### src/rtl/shift_add_multiplier.sv
// rtl/shift_add_multiplier.sv - sequential shift-add multiplier with one-hot control and signed mode
module shift_add_multiplier #(
  parameter int WIDTH = 8
) (
  input  logic                   clk,
  input  logic                   reset,
  input  logic                   start,
  input  logic                   signed_mode,
  input  logic [WIDTH-1:0]       multiplicand,
  input  logic [WIDTH-1:0]       multiplier,
  output logic                   busy,
  output logic                   done,
  output logic [2*WIDTH-1:0]     product,
  output logic [4:0]             state
);

  localparam logic [4:0] S_IDLE  = 5'b00001;
  localparam logic [4:0] S_TEST  = 5'b00010;
  localparam logic [4:0] S_ADD   = 5'b00100;
  localparam logic [4:0] S_SHIFT = 5'b01000;
  localparam logic [4:0] S_DONE  = 5'b10000;

  localparam int CW = $clog2(WIDTH + 1);
  localparam logic [CW-1:0] COUNT_INIT = CW'(WIDTH);
  localparam logic [CW-1:0] COUNT_LAST = CW'(1);

  logic [4:0]           state_q, state_d;
  logic [WIDTH-1:0]     a_q, a_d;
  logic [WIDTH:0]       p_q, p_d;
  logic [WIDTH-1:0]     q_q, q_d;
  logic [CW-1:0]        count_q, count_d;
  logic                 neg_q, neg_d;
  logic [2*WIDTH-1:0]   product_q, product_d;

  logic [WIDTH-1:0]     abs_a, abs_b;
  logic [2*WIDTH-1:0]   shifted;

  // Operand magnitudes; -2^(WIDTH-1) maps to 2^(WIDTH-1) read as unsigned.
  always_comb begin
    abs_a   = (signed_mode && multiplicand[WIDTH-1]) ? -multiplicand : multiplicand;
    abs_b   = (signed_mode && multiplier[WIDTH-1])   ? -multiplier   : multiplier;
    // Low 2*WIDTH bits of {P,Q} after one right shift; the new P[WIDTH] is always 0.
    shifted = {p_q, q_q[WIDTH-1:1]};
  end

  // Next-state and datapath control; unknown state encodings fall back to IDLE.
  always_comb begin
    state_d   = state_q;
    a_d       = a_q;
    p_d       = p_q;
    q_d       = q_q;
    count_d   = count_q;
    neg_d     = neg_q;
    product_d = product_q;
    case (state_q)
      S_IDLE: begin
        if (start) begin
          a_d     = abs_a;
          q_d     = abs_b;
          p_d     = '0;
          count_d = COUNT_INIT;
          neg_d   = signed_mode & (multiplicand[WIDTH-1] ^ multiplier[WIDTH-1]);
          state_d = S_TEST;
        end
      end
      S_TEST: begin
        state_d = q_q[0] ? S_ADD : S_SHIFT;
      end
      S_ADD: begin
        p_d     = p_q + {1'b0, a_q};
        state_d = S_SHIFT;
      end
      S_SHIFT: begin
        p_d     = {1'b0, p_q[WIDTH:1]};
        q_d     = {p_q[0], q_q[WIDTH-1:1]};
        count_d = count_q - 1'b1;
        if (count_q == COUNT_LAST) begin
          product_d = neg_q ? -shifted : shifted;
          state_d   = S_DONE;
        end else begin
          state_d = S_TEST;
        end
      end
      S_DONE: begin
        state_d = S_IDLE;
      end
      default: begin
        state_d = S_IDLE;
      end
    endcase
  end

  // State and datapath registers with asynchronous clear.
  always_ff @(posedge clk or posedge reset) begin
    if (reset) begin
      state_q   <= S_IDLE;
      a_q       <= '0;
      p_q       <= '0;
      q_q       <= '0;
      count_q   <= '0;
      neg_q     <= 1'b0;
      product_q <= '0;
    end else begin
      state_q   <= state_d;
      a_q       <= a_d;
      p_q       <= p_d;
      q_q       <= q_d;
      count_q   <= count_d;
      neg_q     <= neg_d;
      product_q <= product_d;
    end
  end

  assign busy    = (state_q != S_IDLE);
  assign done    = (state_q == S_DONE);
  assign product = product_q;
  assign state   = state_q;

endmodule

### config.mk
export PLATFORM = sky130hd
export DESIGN_NAME = shift_add_multiplier
export DESIGN_NICKNAME = d
export VERILOG_FILES = /design/src/rtl/shift_add_multiplier.sv
export SDC_FILE = /design/constraint.sdc
export NUM_CORES = 1
export LEC_CHECK = 0
export BUFFER_PORTS_ARGS = -buffer_cell sky130_fd_sc_hd__buf_2
export CAP_MARGIN = 40
export CORE_MARGIN = 2
export CORE_UTILIZATION = 60
export DETAILED_ROUTE_END_ITERATION = 10
export PLACE_DENSITY_LB_ADDON = 0.1
export SKIP_CTS_REPAIR_TIMING = 1
export SLEW_MARGIN = 5
export SYNTH_ARGS = -nofsm -noshare
export SYNTH_HDL_FRONTEND = slang
export SYNTH_SLANG_ARGS = --single-unit
### constraint.sdc
create_clock -name clk -period 4.85 [get_ports clk]
set_input_delay 0 -clock clk [delete_from_list [all_inputs] [get_ports clk]]
set_output_delay 0 -clock clk [all_outputs]
set_load 0.05 [all_outputs]
; Word-level counts from Yosys, hierarchy flattened
; Cells that the tools add are included.
[op_classes]
bitwise = 2
reduce_logical = 8
n_mux = 13
eq_ne = 8
n_addsub = 5
[ops]
columns = cell, n
row1 = case mux 9 bit (3 select lines), 1
row2 = two-way mux 8 bit, 3
row3 = case mux 5 bit (4 select lines), 1
row4 = two-way mux 16 bit, 1
row5 = negation 16 bit, 1
row6 = negation 8 bit, 2
row7 = case mux 8 bit (2 select lines), 1
row8 = two-way mux 5 bit, 2
row9 = adder 9 x 8 -> 9 bit, 1
row10 = two-way mux 9 bit, 1
row11 = two-way mux 4 bit, 2
row12 = case mux 4 bit (2 select lines), 1
row13 = AND reduction 2 bit, 4
row14 = "equality test 5 x 1 -> 1 bit, second input constant", 1
row15 = "equality test 5 x 2 -> 1 bit, second input constant", 1
row16 = "equality test 5 x 3 -> 1 bit, second input constant", 1
row17 = "equality test 5 x 4 -> 1 bit, second input constant", 1
row18 = "equality test 5 bit, second input constant", 1
row19 = "!= test 5 x 1 -> 1 bit, second input constant", 1
row20 = "equality test 4 x 1 -> 1 bit, second input constant", 1
row21 = "subtractor 4 x 1 -> 4 bit, second input constant", 1
row22 = nonzero test 3 bit, 1
row23 = logical AND 1 bit, 2
row24 = "!= test 2 bit, second input constant", 1
row25 = 3 further kinds, 3
[word_totals]
reg_bits = 51
out_inout_bits = 23

; Depth between registers and ports, before layout
; Gate-level depths: netlist of the first run.
[depth]
depth_word = 4
mapped_depth = 8
depth_no_buf = 8

; Worst setup path before layout of the first run
; OpenSTA, ideal clock, no wires.
[synth_path]
path_type = register -> register
from = register p_q[1]
to = register p_q[8]
setup_slack_ns = 2.902
path_buffers = 1
arrival_time_ns = 1.870
t_required_ns = 4.773
setup_ns = 0.077
synth_period_minus_slack_ns = 1.948
stages_incl_launch_ff = 9
cell_sequence = dfrtp_1 > clkbuf_1 > inv_1 > fa_1 > nor2b_1 > o31a_1 > o22ai_1 > or3_1 > a21oi_1
[synth_via]
elab_chain_len = 2
[synth_rtl]
columns = element, line_no
row1 = "start, declared", 29  ; logic [WIDTH:0] p_q, p_d;
row2 = "start signal, assigned", 106  ; p_q <= p_d;
row3 = adder 9 x 8 -> 9 bit, 70  ; p_d = p_q + {1'b0, a_q};
row4 = case mux 9 bit (3 select lines), 55  ; case (state_q)
; No other way between the ends.
; A chain may end at the register's enable or synchronous reset.

; Worst setup path after layout of the first run
[layout_path]
from = register p_q[0]
to = register p_q[8]
; The elaborated chain is that of the path after synthesis.

==> flow_summary.toml, run 1 <==
[die]
row_count = 26
dieWidth_um = 75.76
die_y_um = 75.76
core_area_mm2 = 0.005042
design.portCount = 43
dieArea_mm2 = 0.005739
initial_utilization_pct = 61.27

[power_and_ir_drop]
seqPwrFrac_pct = 43.1
clkPwrFrac_pct = 16.4
swShare_pct = 42.71
p_per_area_mw_per_mm2 = 437.4
p_int_mw = 0.8628
leakage_nw = 1.571
power.switching_mw = 0.6433
p_comb_share_pct = 40.6
peakVddDrop_uv = 228.3

[global_routing]
grt_pass1_vias = 2342
grt_overflow = 0
grt_pass1_wl_mm = 10.96
track_usage_pct = 24.93
grt_start_max_net_pins = 33
antenna_found_initial = 0

[drt]
drtIter0Drc = 253
vias = 2557
drtPass1Iterations = 5
post_drt_wl_per_cell_um = 14.51
remaining_drc_errors = 0
wirelength_mm = 6.517
routed_via_density = 5.695
ant_nets = 0

[worst_setup_path]
arrival_ns = 2.53
path_depth = 8
critPathMaxStageDelay_ns = 0.52
cp_top_family = "adder cells"
worst_setup_path_start_kind = "flip-flop"
crit-reg2reg-capture = "p_q[8]$_DFFE_PP0P_"
reg2reg_depth = 8
criticalPathCategory = "reg -> reg"
cp.required_ns = 5.07
cp_max_fo = 8
regToRegSetupSlack_ns = 2.54
path_cells = "ha_1, inv_1, fa_1, nor2b_1, o31a_1, o22ai_1, or3_1, a21oi_1"
end_kind = "flip-flop"
cp_slowest_cell = "dfrtp_1"
r2r-start = "p_q[0]$_DFFE_PP0P_"
critPathLaunch = "p_q[0]$_DFFE_PP0P_"
path_buf_inv = 1

[synth]
syn_nets = 375
synth_cell_types = 58
synth_area_mm2 = 0.003089
synth.most_common_cell = "dfrtp_1"
avgSynthCellArea_um2 = 9.059
synth_edf_count = 0
yosysTopAreaCell = "dfrtp_1"
ys_seq_elements = 51
synth_ff_type = "dfrtp_1"
postSynthCellCount = 341
synth.top_cell.area_share_pct = 40.50
synth_top_cells_by_count = "50 x dfrtp_1, 43 x nand2_1, 32 x o21ai_0, 20 x nor2_1, 18 x inv_1"
async_flop_share_pct = 100.0
yosysWarnings = 0
ys_seq_area_share_pct = 41.35
synth.area.top_cells = "dfrtp_1 41%, ha_1 5.3%, nand2_1 5.2%, o21ai_0 5.2%, xor2_1 4.3%"

[final_layout]
syn2layout_area_growth_pct = 11.46
fill_cells = 411
drive_gt1_share_pct = 17.41
final_util_pct = 68.29
diodes = 0
final_area_mm2 = 0.003443
nets = 412

[flow_run]
maxCapViolations = 0

[timing]
min_period_over_period_pct = 47.64
finalHoldViolCount = 4
rsz0062_at_grt = "false"
fin_crit_ns = 2.311
slew_violations = 0
fmax_mhz = 432.8
finalSetupViolCount = 0
finalSetupTns_ns = 0
worst_pin_slew_ns = 0.8745
whs_ns = -0.02672
finClkSkew_ns = 0.007802
max_slew_margin_pct = 41.70

[place]
port_buffers = 42
dpl.hpwl_mm = 5.034
placed_cell_area_mm2 = 0.003341
gp_congestion = 0.8553

[cts]
clkLatencyLatePin_ns = 0.30
tritoncts = "done"
cts_sinks = 51
cts-htree-levels = 2
root_buffer = "clkbuf_8"
cts_buffer_depth = 2
clk_pin_slew_worst_paths_ns = 0.10
numCtsBuffers = 5

[min_path]
holdPathStages = 3
hp-class = "in -> reg"
worstHoldStart = "multiplier[7]"
min_to = "q_q[7]$_DFFE_PP0P_"

[outcome]
outcome = "finished, violations left"
violations = "hold timing"
## power by group through the flow
stage               sequential (mW)  clock [mW]  combinational, mW
floorplan                     0.636           0              0.476
finish                        0.648       0.247              0.611
global placement              0.649           0              0.594
global route                  0.663       0.275              0.687
detailed placement            0.654           0              0.610
CTS                           0.646       0.253              0.615
## worst max path at each step
stage                                         to
final                         p_q[8]$_DFFE_PP0P_
after global routing          p_q[8]$_DFFE_PP0P_
after CTS                     p_q[8]$_DFFE_PP0P_
after detailed placement      p_q[8]$_DFFE_PP0P_
after global placement    product[9]$_DFFE_PP0P_
after floorplan               p_q[8]$_DFFE_PP0P_
## sequential cells by signal, summed over array words and instances (netlist names)
signal	count
product	16
p_q	9
a_q	8
q_q	8
state	5
count_q	4
neg_q	1
## cell type report
type | count | area [µm²] | area share (%)
tap | 70 | 87.58 | 2.544
inverter | 19 | 71.32 | 2.071
multi-input combinational | 257 | 1674 | 48.62
sequential | 51 | 1277 | 37.10
timing repair buffer | 44 | 240.2 | 6.977
clock buffer | 5 | 68.82 | 1.999
clock inverter | 3 | 23.77 | 0.6904
## cell families (layout without fill, tap and decap cells)
logic type / Yosys count / count (layout) / share of synthesized area [%]
compound gates: 99 / 99 / 19.85
xor+xnor: 28 / 28 / 7.939
fa+ha+maj: 14 / 14 / 5.913
buf+inv: 33 / 71 / 4.455
flops: 51 / 51 / 41.35
mux: 4 / 4 / 1.337
simple gates: 112 / 112 / 19.16
## worst reg2reg max path: stages, from the launching register on
cell and delay, ns:
dfrtp_1 0.52, ha_1 0.25, inv_1 0.06, fa_1 0.39
nor2b_1 0.23, o31a_1 0.23, o22ai_1 0.10, or3_1 0.31
a21oi_1 0.14
## layout by cell type (no fill, tap or decap), drive strengths merged, types with 8 or more instances in the layout
cell type,instances
inv,20
o21ai,48
buf,43
xnor2,13
xor2,15
dfrtp,50
nor3,10
ha,13
nand3,8
nor2,22
a21oi,16
nand2,43
## routing by layer
layer	track usage [%]	routed length (µm)	up-vias
met4	7.992	142	0
li1	-	-	1287
met1	35.22	3014	1175
met2	38.22	3006	83
met3	5.556	354	12
met5	0	0	-
## metrics by stage
| step | worst slack [ns] | std cells | hold slack [ns] | power, mW |
|---|---|---|---|---|
| after global placement | 2.697 | 439 | 0.2955 | 1.244 |
| final | 2.539 | 449 | -0.02672 | 1.506 |
| after detailed placement | 2.605 | 440 | 0.01746 | 1.264 |
| after global routing | 2.382 | 449 | 0.002987 | 1.624 |
| after floorplan | 2.902 | 341 | 0.1327 | 1.112 |
| after CTS | 2.571 | 448 | -0.3109 | 1.514 |
Power figures use the tool's default switching activity.
==> run 2: changes to the inputs <==
- ABC_AREA: default -> 1
- CORE_UTILIZATION: 60 -> 53
- clock period: 4.85 -> 1.9 ns (I/O delays scaled with it)
==> run 2 against run 1 <==
  * The run still ends with hold timing left
  * Total power rose to 2.9 times the previous value
  * Global-route usage down 3.2 points
  * Utilization down 5.7 points
==> flow_summary.toml, run 2 <==
[timing]
min_period_over_period_pct = 91.68
finalHoldViolCount = 4
finalSetupTns_ns = 0
max_slew_margin_pct = 56.42
fin_crit_ns = 1.742
finalSetupViolCount = 0
whs_ns = -0.01511
worst_pin_slew_ns = 0.6527
fmax_mhz = 574.1
finClkSkew_ns = 0.004715
slew_violations = 0
layout_setup_ws_ns = 0.1581

[worst_setup_path]
critPathMaxStageDelay_ns = 0.40
worst_setup_path_start_kind = "flip-flop"
path_buf_inv = 2
reg2reg_depth = 11
cp_slowest_cell = "dfrtp_1"
path_cells = "ha_1, inv_1, fa_1, inv_1, nand2_1, a21oi_2, nand2_1, nand2_1, nand2_1, nand3_1, nand2_1"
criticalPathCategory = "reg -> reg"
cp.required_ns = 2.10
r2r-start = "p_q[0]$_DFFE_PP0P_"
arrival_ns = 1.95
crit-reg2reg-capture = "p_q[8]$_DFFE_PP0P_"
crit_top_cell = "nand2_1"
regToRegSetupSlack_ns = 0.16
cp_top_family = "adder cells"
end_kind = "flip-flop"
cp_max_fo = 3

[power_and_ir_drop]
leakage_nw = 2.058
p_per_area_mw_per_mm2 = 1144
p_int_mw = 2.389
clkPwrFrac_pct = 17.2
swShare_pct = 44.68
peakVddDrop_uv = 868.0
p_comb_share_pct = 46.3
power.switching_mw = 1.930
seqPwrFrac_pct = 36.5

[flow_run]
maxCapViolations = 0

[die]
core_area_mm2 = 0.006026
dieWidth_um = 83.57
row_count = 28
design.portCount = 43
dieArea_mm2 = 0.006984
initial_utilization_pct = 55.69
die_y_um = 83.57

[cts]
cts_buffer_depth = 2
root_buffer = "clkbuf_8"
cts_sinks = 51
tritoncts = "done"
numCtsBuffers = 5
clk_pin_slew_worst_paths_ns = 0.09
clkLatencyLatePin_ns = 0.30
cts-htree-levels = 2

[global_routing]
grt_start_max_net_pins = 31
grt_pass1_wl_mm = 12.62
grt_overflow = 0
antenna_found_initial = 0
grt_pass1_vias = 2796
track_usage_pct = 21.70

[synth]
synth_cell_types = 38
synth_area_mm2 = 0.003356
ys_seq_area_share_pct = 38.07
synth.area.top_cells = "dfrtp_1 37%, nand2_1 17%, nand3_1 8.9%, inv_1 5.8%, ha_1 4.8%"
postSynthCellCount = 464
yosysWarnings = 0
synth.most_common_cell = "nand2_1"
synth_ff_type = "dfrtp_1"
synth_top_cells_by_count = "148 x nand2_1, 60 x nand3_1, 52 x inv_1, 50 x dfrtp_1, 40 x nor2_1"
avgSynthCellArea_um2 = 7.232
synth.top_cell.area_share_pct = 37.29
ys_seq_elements = 51
yosysTopAreaCell = "dfrtp_1"
async_flop_share_pct = 100.0
syn_nets = 498
synth_edf_count = 0

[min_path]
hp-class = "in -> reg"
holdPathStages = 4
worstHoldStart = "multiplicand[6]"
min_to = "a_q[6]$_DFFE_PP0P_"

[place]
place_ws_ns = 0.09545
gp_congestion = 0.8490
dp.cells = 581
port_buffers = 42
dpl.hpwl_mm = 5.587

[final_layout]
layout_commonest_cell = "nand2_1"
final_cell_mix = "148 x nand2_1, 60 x nand3_1, 51 x inv_1"
nets = 550
diodes = 0
final-instance-count-excl-fill = 591
syn2layout_area_growth_pct = 12.45
drive_gt1_share_pct = 16.67
largest_reg_flops = 16

[drt]
wirelength_mm = 7.223
post_drt_wl_per_cell_um = 12.22
vias = 3050
routed_via_density = 5.161
drtPass1Iterations = 4
ant_nets = 0
drtIter0Drc = 206
remaining_drc_errors = 0

[outcome]
outcome = "finished, violations left"
violations = "hold timing"
-- run 2: metal layers --
layer,GRT usage (%),up-vias,wire length (µm)
met5,0,-,0
met4,4.399,0,55
met3,3.660,5,308
met2,34.76,91,3365
met1,31.07,1354,3493
li1,-,1600,-
-- run 2: how the worst max path moves through the flow --
| stage | start | end | slack [ns] | depth (start not counted) |
|---|---|---|---|---|
| after global routing | p_q[0]$_DFFE_PP0P_ | p_q[8]$_DFFE_PP0P_ | -0.004 | 11 |
| after floorplan | state[0]$_DFFE_PP1P_ | q_q[1]$_DFFE_PP0P_ | 0.03 | 9 |
| after global placement | p_q[0]$_DFFE_PP0P_ | p_q[8]$_DFFE_PP0P_ | 0.17 | 11 |
| after detailed placement | p_q[0]$_DFFE_PP0P_ | p_q[8]$_DFFE_PP0P_ | 0.1 | 11 |
| after CTS | p_q[0]$_DFFE_PP0P_ | p_q[8]$_DFFE_PP0P_ | 0.08 | 11 |
| final | p_q[0]$_DFFE_PP0P_ | p_q[8]$_DFFE_PP0P_ | 0.16 | 11 |
-- run 2: cell type report --
type	instances	area [µm²]
fill	564	2252
sequential	51	1277
multi-input combinational	347	1775
tap	75	93.84
clock buffer	5	68.82
clock inverter	2	37.54
inverter	56	210.2
timing repair buffer	55	310.3
-- run 2: stage by stage --
stage / utilization (%) / area [µm²] / hold WS [ns] / power, mW
2_1_floorplan: - / 3356 / 0.1546 / 3.163
3_3_place_gp: 60.38 / 3638 / 0.1135 / 3.539
3_5_place_dp: 60.38 / 3638 / 0.1293 / 3.581
4_1_cts: 62.15 / 3745 / -0.1989 / 4.331
5_1_grt: 62.62 / 3774 / 0.002558 / 4.709
6_report: 62.62 / 3774 / -0.01511 / 4.319
-- run 2: logic make-up after synthesis --
group	count (synthesis)	share of synthesized area (%)
and+or+nand+nor	275	36.58
buffers and inverters	66	9.135
AOI/OAI and AO/OA	51	8.949
DFF	51	38.07
adders and majority gates	14	5.444
xor gates and xnor gates	7	1.827
-- run 2: tightest hold or removal path: stages --
cell and delay (ns):
buf_2 0.09, nand2_1 0.05, nand3_1 0.07, nand2_1 0.04
-- run 2: power by group through the flow --
stage | combinational [mW] | clock, mW | sequential, mW
4_1_cts | 2.00 | 0.757 | 1.57
6_report | 2.00 | 0.744 | 1.57
3_3_place_gp | 1.96 | 0 | 1.58
2_1_floorplan | 1.47 | 0 | 1.69
5_1_grt | 2.29 | 0.808 | 1.61
3_5_place_dp | 1.99 | 0 | 1.59
